===== src/rtl/inst_decode_stage.sv =====
// RISC-V decode stage: main + skid buffered valid/ready, fields/immediate decoded from the main register.
// Optional perf counters (cnt_dec, cnt_ill) are enabled by defining DECODE_PERF_EN.
module inst_decode_stage #(
  parameter int XLEN  = 32,
  parameter int PC_W  = 32,
  parameter int CNT_W = 32
) (
  input  logic              clk,
  input  logic              rst,
  input  logic              flush,
  input  logic              in_valid,
  output logic              in_ready,
  input  logic [31:0]       in_inst,
  input  logic [PC_W-1:0]   in_pc,
  output logic              out_valid,
  input  logic              out_ready,
  output logic [PC_W-1:0]   out_pc,
  output logic [6:0]        opcode,
  output logic [4:0]        rd,
  output logic [2:0]        fn3,
  output logic [4:0]        rs1,
  output logic [4:0]        rs2,
  output logic [6:0]        fn7,
  output logic [XLEN-1:0]   imm,
  output logic [2:0]        fmt,
  output logic              illegal
`ifdef DECODE_PERF_EN
  ,
  output logic [CNT_W-1:0]  cnt_dec,
  output logic [CNT_W-1:0]  cnt_ill
`endif
);
  localparam logic [31:0] NOP = 32'h0000_0013;
  localparam logic [6:0] OP_R = 7'b0110011, OP_R32 = 7'b0111011, OP_IMM = 7'b0010011,
                         OP_LOAD = 7'b0000011, OP_JALR = 7'b1100111, OP_SYS = 7'b1110011,
                         OP_FENCE = 7'b0001111, OP_IMM32 = 7'b0011011, OP_STORE = 7'b0100011,
                         OP_BR = 7'b1100011, OP_LUI = 7'b0110111, OP_AUIPC = 7'b0010111,
                         OP_JAL = 7'b1101111;
  localparam logic [2:0] F_R = 3'd0, F_I = 3'd1, F_S = 3'd2, F_B = 3'd3,
                         F_U = 3'd4, F_J = 3'd5, F_ILL = 3'd7;

  if (!(XLEN == 32 || XLEN == 64) || PC_W < 1 || CNT_W < 1) begin : g_param_err
    $error("inst_decode_stage: unsupported parameter set");
  end

  logic              main_v_q, main_v_d, skid_v_q, skid_v_d, in_ready_q, in_ready_d;
  logic [31:0]       main_inst_q, main_inst_d, skid_inst_q, skid_inst_d;
  logic [PC_W-1:0]   main_pc_q, main_pc_d, skid_pc_q, skid_pc_d;
  logic              out_hs, in_hs;

  assign out_hs = main_v_q && out_ready;
  assign in_hs  = in_valid && in_ready_q;

  // Skid only ever fills while main is stalled; it refills main on the next drain.
  always_comb begin
    main_v_d    = main_v_q;
    main_inst_d = main_inst_q;
    main_pc_d   = main_pc_q;
    skid_v_d    = skid_v_q;
    skid_inst_d = skid_inst_q;
    skid_pc_d   = skid_pc_q;
    if (flush) begin
      main_v_d = 1'b0;
      skid_v_d = 1'b0;
    end else if (skid_v_q) begin
      if (out_hs) begin
        main_inst_d = skid_inst_q;
        main_pc_d   = skid_pc_q;
        skid_v_d    = 1'b0;
      end
    end else if (in_hs) begin
      if (!main_v_q || out_ready) begin
        main_v_d    = 1'b1;
        main_inst_d = in_inst;
        main_pc_d   = in_pc;
      end else begin
        skid_v_d    = 1'b1;
        skid_inst_d = in_inst;
        skid_pc_d   = in_pc;
      end
    end else if (out_hs) begin
      main_v_d = 1'b0;
    end
    in_ready_d = !skid_v_d;
  end

  always_ff @(posedge clk) begin
    if (rst) begin
      main_v_q    <= 1'b0;
      main_inst_q <= NOP;
      main_pc_q   <= '0;
      skid_v_q    <= 1'b0;
      skid_inst_q <= NOP;
      skid_pc_q   <= '0;
      in_ready_q  <= 1'b1;
    end else begin
      main_v_q    <= main_v_d;
      main_inst_q <= main_inst_d;
      main_pc_q   <= main_pc_d;
      skid_v_q    <= skid_v_d;
      skid_inst_q <= skid_inst_d;
      skid_pc_q   <= skid_pc_d;
      in_ready_q  <= in_ready_d;
    end
  end

  logic [31:0] ins, imm32;
  logic [2:0]  fmt_c;

  // Every listed opcode ends in 2'b11, so an opcode match also covers the inst[1:0] check.
  always_comb begin
    ins   = main_inst_q;
    fmt_c = F_ILL;
    imm32 = '0;
    case (ins[6:0])
      OP_R:   fmt_c = F_R;
      OP_R32: if (XLEN == 64) fmt_c = F_R;
      OP_IMM, OP_LOAD, OP_JALR, OP_SYS, OP_FENCE: begin
        fmt_c = F_I;
        imm32 = {{20{ins[31]}}, ins[31:20]};
      end
      OP_IMM32: if (XLEN == 64) begin
        fmt_c = F_I;
        imm32 = {{20{ins[31]}}, ins[31:20]};
      end
      OP_STORE: begin
        fmt_c = F_S;
        imm32 = {{20{ins[31]}}, ins[31:25], ins[11:7]};
      end
      OP_BR: begin
        fmt_c = F_B;
        imm32 = {{19{ins[31]}}, ins[31], ins[7], ins[30:25], ins[11:8], 1'b0};
      end
      OP_LUI, OP_AUIPC: begin
        fmt_c = F_U;
        imm32 = {ins[31:12], 12'b0};
      end
      OP_JAL: begin
        fmt_c = F_J;
        imm32 = {{11{ins[31]}}, ins[31], ins[19:12], ins[20], ins[30:21], 1'b0};
      end
      default: ;
    endcase
  end

  assign in_ready  = in_ready_q;
  assign out_valid = main_v_q;
  assign out_pc    = main_pc_q;
  assign opcode    = main_inst_q[6:0];
  assign rd        = main_inst_q[11:7];
  assign fn3       = main_inst_q[14:12];
  assign rs1       = main_inst_q[19:15];
  assign rs2       = main_inst_q[24:20];
  assign fn7       = main_inst_q[31:25];
  assign imm       = XLEN'($signed(imm32));
  assign fmt       = fmt_c;
  assign illegal   = (fmt_c == F_ILL);

`ifdef DECODE_PERF_EN
  logic [CNT_W-1:0] cnt_dec_q, cnt_dec_d, cnt_ill_q, cnt_ill_d;

  // Saturating counters; flush does not clear them.
  always_comb begin
    cnt_dec_d = cnt_dec_q;
    cnt_ill_d = cnt_ill_q;
    if (out_hs && cnt_dec_q != '1) cnt_dec_d = cnt_dec_q + 1'b1;
    if (out_hs && illegal && cnt_ill_q != '1) cnt_ill_d = cnt_ill_q + 1'b1;
  end

  always_ff @(posedge clk) begin
    if (rst) begin
      cnt_dec_q <= '0;
      cnt_ill_q <= '0;
    end else begin
      cnt_dec_q <= cnt_dec_d;
      cnt_ill_q <= cnt_ill_d;
    end
  end

  assign cnt_dec = cnt_dec_q;
  assign cnt_ill = cnt_ill_q;
`endif
endmodule


===== config.mk =====
export PLATFORM = sky130hd
export DESIGN_NAME = inst_decode_stage
export DESIGN_NICKNAME = d
export VERILOG_FILES = /design/src/rtl/inst_decode_stage.sv
export SDC_FILE = /design/constraint.sdc
export NUM_CORES = 1
export LEC_CHECK = 0
export CELL_PAD_IN_SITES_DETAIL_PLACEMENT = 1
export CELL_PAD_IN_SITES_GLOBAL_PLACEMENT = 1
export CORE_MARGIN = 2
export CORE_UTILIZATION = 38
export CTS_CLUSTER_DIAMETER = 100
export DETAILED_ROUTE_END_ITERATION = 16
export GPL_TIMING_DRIVEN = 0
export HOLD_SLACK_MARGIN = 0.02
export PLACE_DENSITY_LB_ADDON = 0.1
export SETUP_SLACK_MARGIN = 0.05
export SLEW_MARGIN = 20
export SYNTH_ARGS = -nofsm -noshare
export SYNTH_HDL_FRONTEND = slang
export SYNTH_SLANG_ARGS = --single-unit

===== constraint.sdc =====
create_clock -name clk -period 4.8 [get_ports clk]
set_input_delay 0.72 -clock clk [delete_from_list [all_inputs] [get_ports clk]]
set_output_delay 0.72 -clock clk [all_outputs]
set_load 0.02 [all_outputs]

==> reports/summary.txt, run 1 <==
Hold Buf Count CTS - 0
gpl congestion - 0.860
first-pass GRT wire length - 30,600 um
CP required - 4.08 ns
skew final - 0.00456 ns
Port Buffers - 170
DP HPWL - 14,200 um
via count - 5,572
vias in the first global route - 5,880
core area - 0.0157 sq mm
CTS clock-pin slew for the worst setup and hold paths - 0.05 ns
worst reg2reg path endpoint - out_pc[5]
critical path class - reg -> out
syn_nets - 737
minimum clock period - 3.54 ns
HP Class - reg -> reg
setup TNS - 0 ns
final wirelength - 19,300 um
outcome - finished, final reports clean
Cell Pwr Density - 341 mW/mm^2
final period utilization - 73.7%
die height - 130 um
CTS Buffer Depth - 2
postcts setup bufs - 0
Initial Utilization - 38.5%
Max Cap Viol - 0
TritonCTS buffer count - 17
Synth Instances - 668
DRT met1 WL - 8500 um
reg2reg start - skid_v_q
ant diodes - 0
Worst Reg-to-Reg Cells - 6
max-slew headroom at the worst pin - 40.5%
Simple-Gate Fraction of Synth Area - 16.9%
Cell Area, Synth - 0.00604 sq mm
P&R area growth vs syn - 41.9%
CP startpoint kind - flip-flop
Worst EP arrival - 2.82 ns
r2r setup slk - 3.06 ns
Seq/Total Area, Yosys - 43.4%
XOR/XNOR Fraction of Synth Area - 0.145%
Hold Path Cell Cnt - 2
share of layout cells above drive strength 1 - 15.3%
number of register bits inferred by synthesis - 131
post-synthesis compound-gate area fraction - 22.9%
Die W - 130 um
async set-or-reset flop fraction in the synthesized netlist - 0%
Row Count - 46
Yosys warnings - 0
Peak VDD IR - 242 uV
syn avg cell area - 9.04 sq um
Post-synth EDFFs - 0
wire length on met2 - 9560 um
post-DR wirelength/cell - 17.8 um
top layer reached by signal wires - met4
initial antenna violation count - 0
PostCTS Resize Cnt - 0
Initial DRC Count - 232
area share of fa/ha/maj cells after synthesis - 0.166%
pin count of the biggest net entering global routing - 17
largest family of logic cells by synthesized area - compound AO/OA/AOI/OAI gates
Overall Power - 2.92 mW
number of remaining DRC errors - 0
Ports - 171
CTS tree - yes
Worst Max-Slew Pin Slew - 0.885 ns
vias per cell - 5.13
die area - 0.0169 sq mm
fraction of synthesized area in multiplexers - 10.8%
WHS Endpoint - skid_pc_q[13]
crit-path max FO - 8
gr usage total - 23.3%
Final ANT Viol Nets - 0
TritonRoute pass-1 iters - 5
Hold Fails Final Rpt - 0
clk root buf - clkbuf_16
RSZ-0062 raised after global routing - no
latest clock arrival within the worst-skew pair - 0.41 ns
DR WL met3 - 955 um
HP Start - skid_pc_q[13]
leakage power - 2.97 nW
grt ovf - 0
FILL cells - 1,821
Max Fclk - 0.283 GHz
Main synth FF type - dfxtp_1
layout net count - 926
Pins Over Slew Limit - 0
Netlist cell types - 43
clk sink count - 131
H-tree depth - 4
Worst setup EP type - primary output
# setup viols final - 0
==> worst max path at each step <==
stage,start,end,slack [ns],depth (start not counted)
6_report,ins[0],imm[0],1.26,5
2_1_floorplan,ins[6],imm[12],2.21,5
5_1_grt,ins[0],imm[0],1.04,5
3_5_place_dp,ins[2],imm[28],1.74,7
3_3_place_gp,ins[2],imm[22],1.76,7
4_1_cts,ins[2],imm[28],1.26,7
==> Yosys cell counts (2+ instances only) <==
library cell	instances	area [sq um]
nand2_1	141	529
dfxtp_1	131	2620
a21oi_1	68	340
nor2_1	64	240
mux2i_1	62	621
a211oi_2	57	713
buf_2	21	105
clkbuf_1	16	60.1
o21ai_0	14	70.1
buf_4	13	97.6
a21o_1	11	82.6
and2_1	8	50.1
nor2b_1	7	43.8
a211oi_1	6	45.0
buf_6	6	67.6
nand3b_1	5	37.5
a22o_1	4	35.0
a211o_1	3	26.3
inv_1	3	11.3
mux2_2	3	33.8
and3_1	2	12.5
nor3_1	2	10.0
==> metrics by stage <==
| step | setup WS, ns | util (%) | hold slack, ns | instances | instance area (sq um) |
|---|---|---|---|---|---|
| finish | 1.26 | 54.5 | 0.457 | 1086 | 8570 |
| global route | 1.04 | 54.5 | 0.481 | 1086 | 8570 |
| CTS | 1.26 | 54.5 | 0.458 | 1086 | 8570 |
| detailed placement | 1.74 | 51.0 | 0.449 | 1054 | 8010 |
| global placement | 1.76 | 51.0 | 0.441 | 1054 | 8010 |
| floorplan | 2.21 | - | 0.432 | 668 | 6040 |
==> critical path, stage by stage, from the launching register on <==
cell and delay (ns):
dfxtp_1 0.47, and2_1 0.27, nand2_1 0.09, nor3_1 0.69, a32o_1 0.28, clkdlybuf4s50_1 0.61
==> kinds of logic after synthesis <==
kind of cell | Yosys count
simple gates | 240
compound gates | 171
flops | 131
mux | 65
buf+inv | 59
xor+xnor | 1
fa+ha+maj | 1
==> cell type report <==
class                           instances  area (sq um)  share of cell area [%]
Timing Repair Buffer                  170          1700                    19.9
Clock buffer                           22           474                    5.53
Sequential cell                       131          2620                    30.6
Inverter                                3          11.3                   0.131
Buffer                                 56           330                    3.85
Multi-Input combinational cell        478          3080                    35.9
Clock inverter                         10          82.6                   0.964
Tap cell                              216           270                    3.15
==> per-layer routing <==
layer  vias to the layer above  track usage (%)
met5                         -                0
met4                         0             6.14
met3                        18             5.66
met2                       139             40.7
met1                      2719             28.7
li1                       2696                -
==> placed cells by master (no fill, tap or decap), types with 2 or more instances in the layout <==
cell type / synthesis / routed
clkbuf_8: 0 / 3
clkdlybuf4s50_1: 0 / 170
a21o_1: 11 / 11
buf_6: 6 / 6
nor3_1: 2 / 2
nor2_1: 64 / 64
a22o_1: 4 / 4
nand3b_1: 5 / 5
and2_1: 8 / 8
nand2_1: 141 / 141
a21oi_1: 68 / 68
nor2b_1: 7 / 7
mux2_2: 3 / 3
a211oi_1: 6 / 6
clkinvlp_4: 0 / 3
a211oi_2: 57 / 57
buf_2: 21 / 21
a211o_1: 3 / 3
and3_1: 2 / 2
mux2i_1: 62 / 62
clkinv_2: 0 / 6
inv_1: 3 / 3
buf_4: 13 / 13
clkbuf_1: 16 / 18
o21ai_0: 14 / 14
clkbuf_16: 0 / 17
dfxtp_1: 131 / 131
==> sequential cells by signal, summed over array words and instances (netlist names) <==
register,cells
in_ready,1
ins,32
out_pc,32
out_valid,1
skid_inst_q,32
skid_pc_q,32
skid_v_q,1
==> power by group <==
part	internal, mW	leakage, nW	switching (mW)
Sequential	1.13	1.07	0.0420
Combinational	0.250	1.63	0.284
Clock	0.746	0.271	0.464
Total	2.13	2.97	0.791
Power figures use the tool's default switching activity.
==> run 2: changes to the inputs <==
--- a/config.mk
+++ b/config.mk
@@ -8,7 +8,7 @@
 export CELL_PAD_IN_SITES_DETAIL_PLACEMENT = 1
 export CELL_PAD_IN_SITES_GLOBAL_PLACEMENT = 1
 export CORE_MARGIN = 2
-export CORE_UTILIZATION = 38
+export CORE_UTILIZATION = 32
 export CTS_CLUSTER_DIAMETER = 100
 export DETAILED_ROUTE_END_ITERATION = 16
 export GPL_TIMING_DRIVEN = 0
==> constraint.sdc (replaced) <==
create_clock -name clk -period 3.2 [get_ports clk]
set_input_delay 0.48 -clock clk [delete_from_list [all_inputs] [get_ports clk]]
set_output_delay 0.48 -clock clk [all_outputs]
set_load 0.02 [all_outputs]
==> run 2 against run 1 <==
Die area up 18%; combinational power up 50%; critical path depth unchanged; critical path type unchanged; largest cell class unchanged; largest power group unchanged.
==> reports/summary.txt, run 2 (synthesized netlist as in run 1, its figures left out) <==
FILL cells - 2,109
die height - 141 um
Cell Pwr Density - 540 mW/mm^2
pin count of the biggest net entering global routing - 17
Row Count - 50
gpl congestion - 0.876
TritonCTS buffer count - 17
Non-Filler Instances - 1,106
gr usage total - 19.8%
share of layout cells above drive strength 1 - 16.3%
initial antenna violation count - 0
Cell Chain, Critical Path - clkbuf_2 > or3b_2 > a21oi_4 > nand3b_1 > clkdlybuf4s50_1
H-tree depth - 4
highest-count cells in the layout ignoring fill and taps - clkdlybuf4s50_1 (152), nand2_1 (141), dfxtp_1 (130), a21oi_1 (67), nor2_1 (63)
DP HPWL - 14,700 um
TritonRoute pass-1 iters - 4
crit-path max FO - 10
minimum clock period - 2.99 ns
critical path's largest stage delay - 0.62 ns
critical path class - reg -> out
Clk network pwr share - 45.7%
final wirelength - 19,700 um
Worst setup EP type - primary output
RSZ-0062 raised after global routing - yes
max-slew headroom at the worst pin - 48.6%
Initial Utilization - 32.4%
Util after Layout - 46.9%
Die W - 141 um
number of remaining DRC errors - 0
Peak VDD IR - 376 uV
via count - 5,611
post-DR wirelength/cell - 17.8 um
leakage power - 3.22 nW
vias in the first global route - 5,935
ant diodes - 0
Critical Path Start - ins[3]
latest clock arrival within the worst-skew pair - 0.42 ns
Hold Buf Count CTS - 0
P&R area growth vs syn - 44.8%
clk sink count - 131
worst slack, placed - 0.311 ns
first-pass GRT wire length - 31,200 um
Port Buffers - 170
CTS clock-pin slew for the worst setup and hold paths - 0.06 ns
CTS tree - yes
Final ANT Viol Nets - 0
Hold Fails Final Rpt - 0
Reg power frac - 37.3%
vias per cell - 5.07
commonest non-fill, non-tap cell in the layout - clkdlybuf4s50_1
CP required - 2.72 ns
reg2reg start - skid_v_q
Inst Count DP - 1,072
CP max-delay cell - clkdlybuf4s50_1
# setup viols final - 0
grt ovf - 0
layout net count - 928
Net Sw Power - 1.24 mW
clk root buf - clkbuf_16
switch share - 26.3%
Pins Over Slew Limit - 0
Initial DRC Count - 139
Max Cap Viol - 0
setup TNS - 0 ns
skew final - 0.00649 ns
core area - 0.0186 sq mm
Worst EP arrival - 2.51 ns
die area - 0.0200 sq mm
outcome - finished, final reports clean
HP Class - reg -> reg
HP Start - skid_inst_q[23]
final worst slack - 0.208 ns
Comb power frac - 17.0%
CP startpoint kind - flip-flop
final period utilization - 93.5%
Overall Power - 4.72 mW
Cell Int Power - 3.48 mW
CTS Buffer Depth - 2
Worst Max-Slew Pin Slew - 0.771 ns
Ports - 171
Max Fclk - 0.334 GHz
run 2: changes by cell type in the layout (fill, tap and decap cells not counted), moves of 3 or more:
| cell | previous run | this run |
|---|---|---|
| clkdlybuf4s50_1 | 170 | 152 |
| dlygate4sd2_1 | 0 | 10 |
| dlymetal6s2s_1 | 0 | 8 |
| clkinv_2 | 6 | 1 |
| bufinv_16 | 1 | 5 |
| clkinv_4 | 0 | 4 |
| buf_2 | 21 | 18 |
| buf_4 | 13 | 16 |
| clkbuf_4 | 0 | 3 |
run 2: power by group through the flow:
stage / Sequential (mW) / Combinational, mW / Clock, mW
detailed placement: 1.80 / 0.806 / 0
CTS: 1.76 / 0.809 / 2.20
global placement: 1.79 / 0.789 / 0
floorplan: 1.85 / 0.356 / 0
finish: 1.76 / 0.802 / 2.16
global route: 1.77 / 0.859 / 2.27
run 2: what timing repair did:
action | in CTS | in global routing
resized for setup | 18 | 14
buffers inserted | 0 | 2
pin swaps | 0 | 1
setup endpoints to repair | 33 | 21
run 2: stage by stage:
stage                     instance area (sq um)  hold slack (ns)
after floorplan                            6040            0.432
after global placement                     8040            0.441
after detailed placement                   8040            0.449
after CTS                                  8700            0.457
after global routing                       8750            0.482
final                                      8750            0.456
run 2: layer usage:
| layer | GRT usage [%] | share of wire, % |
|---|---|---|
| met3 | 4.59 | 4.8 |
| met2 | 35.1 | 50 |
| met1 | 23.8 | 43 |
| met5 | 0 | 0 |
| met4 | 6.37 | 1.8 |
run 2: final timing paths:
kind,to,cells past startpoint,slack [ns]
max,fmt[2],5,0.21
min,skid_inst_q[23],2,0.46
max reg2reg,skid_inst_q[22],7,1.42
min reg2reg,skid_inst_q[23],2,0.46
run 2: cell type report:
| cell class | count | area [sq um] | share of cell area, % |
|---|---|---|---|
| buffer | 56 | 343 | 3.92 |
| clock buffer | 20 | 447 | 5.11 |
| clock inverter | 12 | 205 | 2.35 |
| inverter | 3 | 11.3 | 0.129 |
| multi-input combinational | 478 | 3100 | 35.4 |
| sequential | 131 | 2620 | 30.0 |
| tap | 234 | 293 | 3.35 |
| timing repair buffer | 172 | 1720 | 19.7 |
run 2: critical path: cells and delay by family, from the launching register on:
kind	cells	cell delay, ns
buffers and inverters	2	0.82
AND/OR/NAND/NOR	2	0.68
flip-flops	1	0.33
AO/OA/AOI/OAI	1	0.24
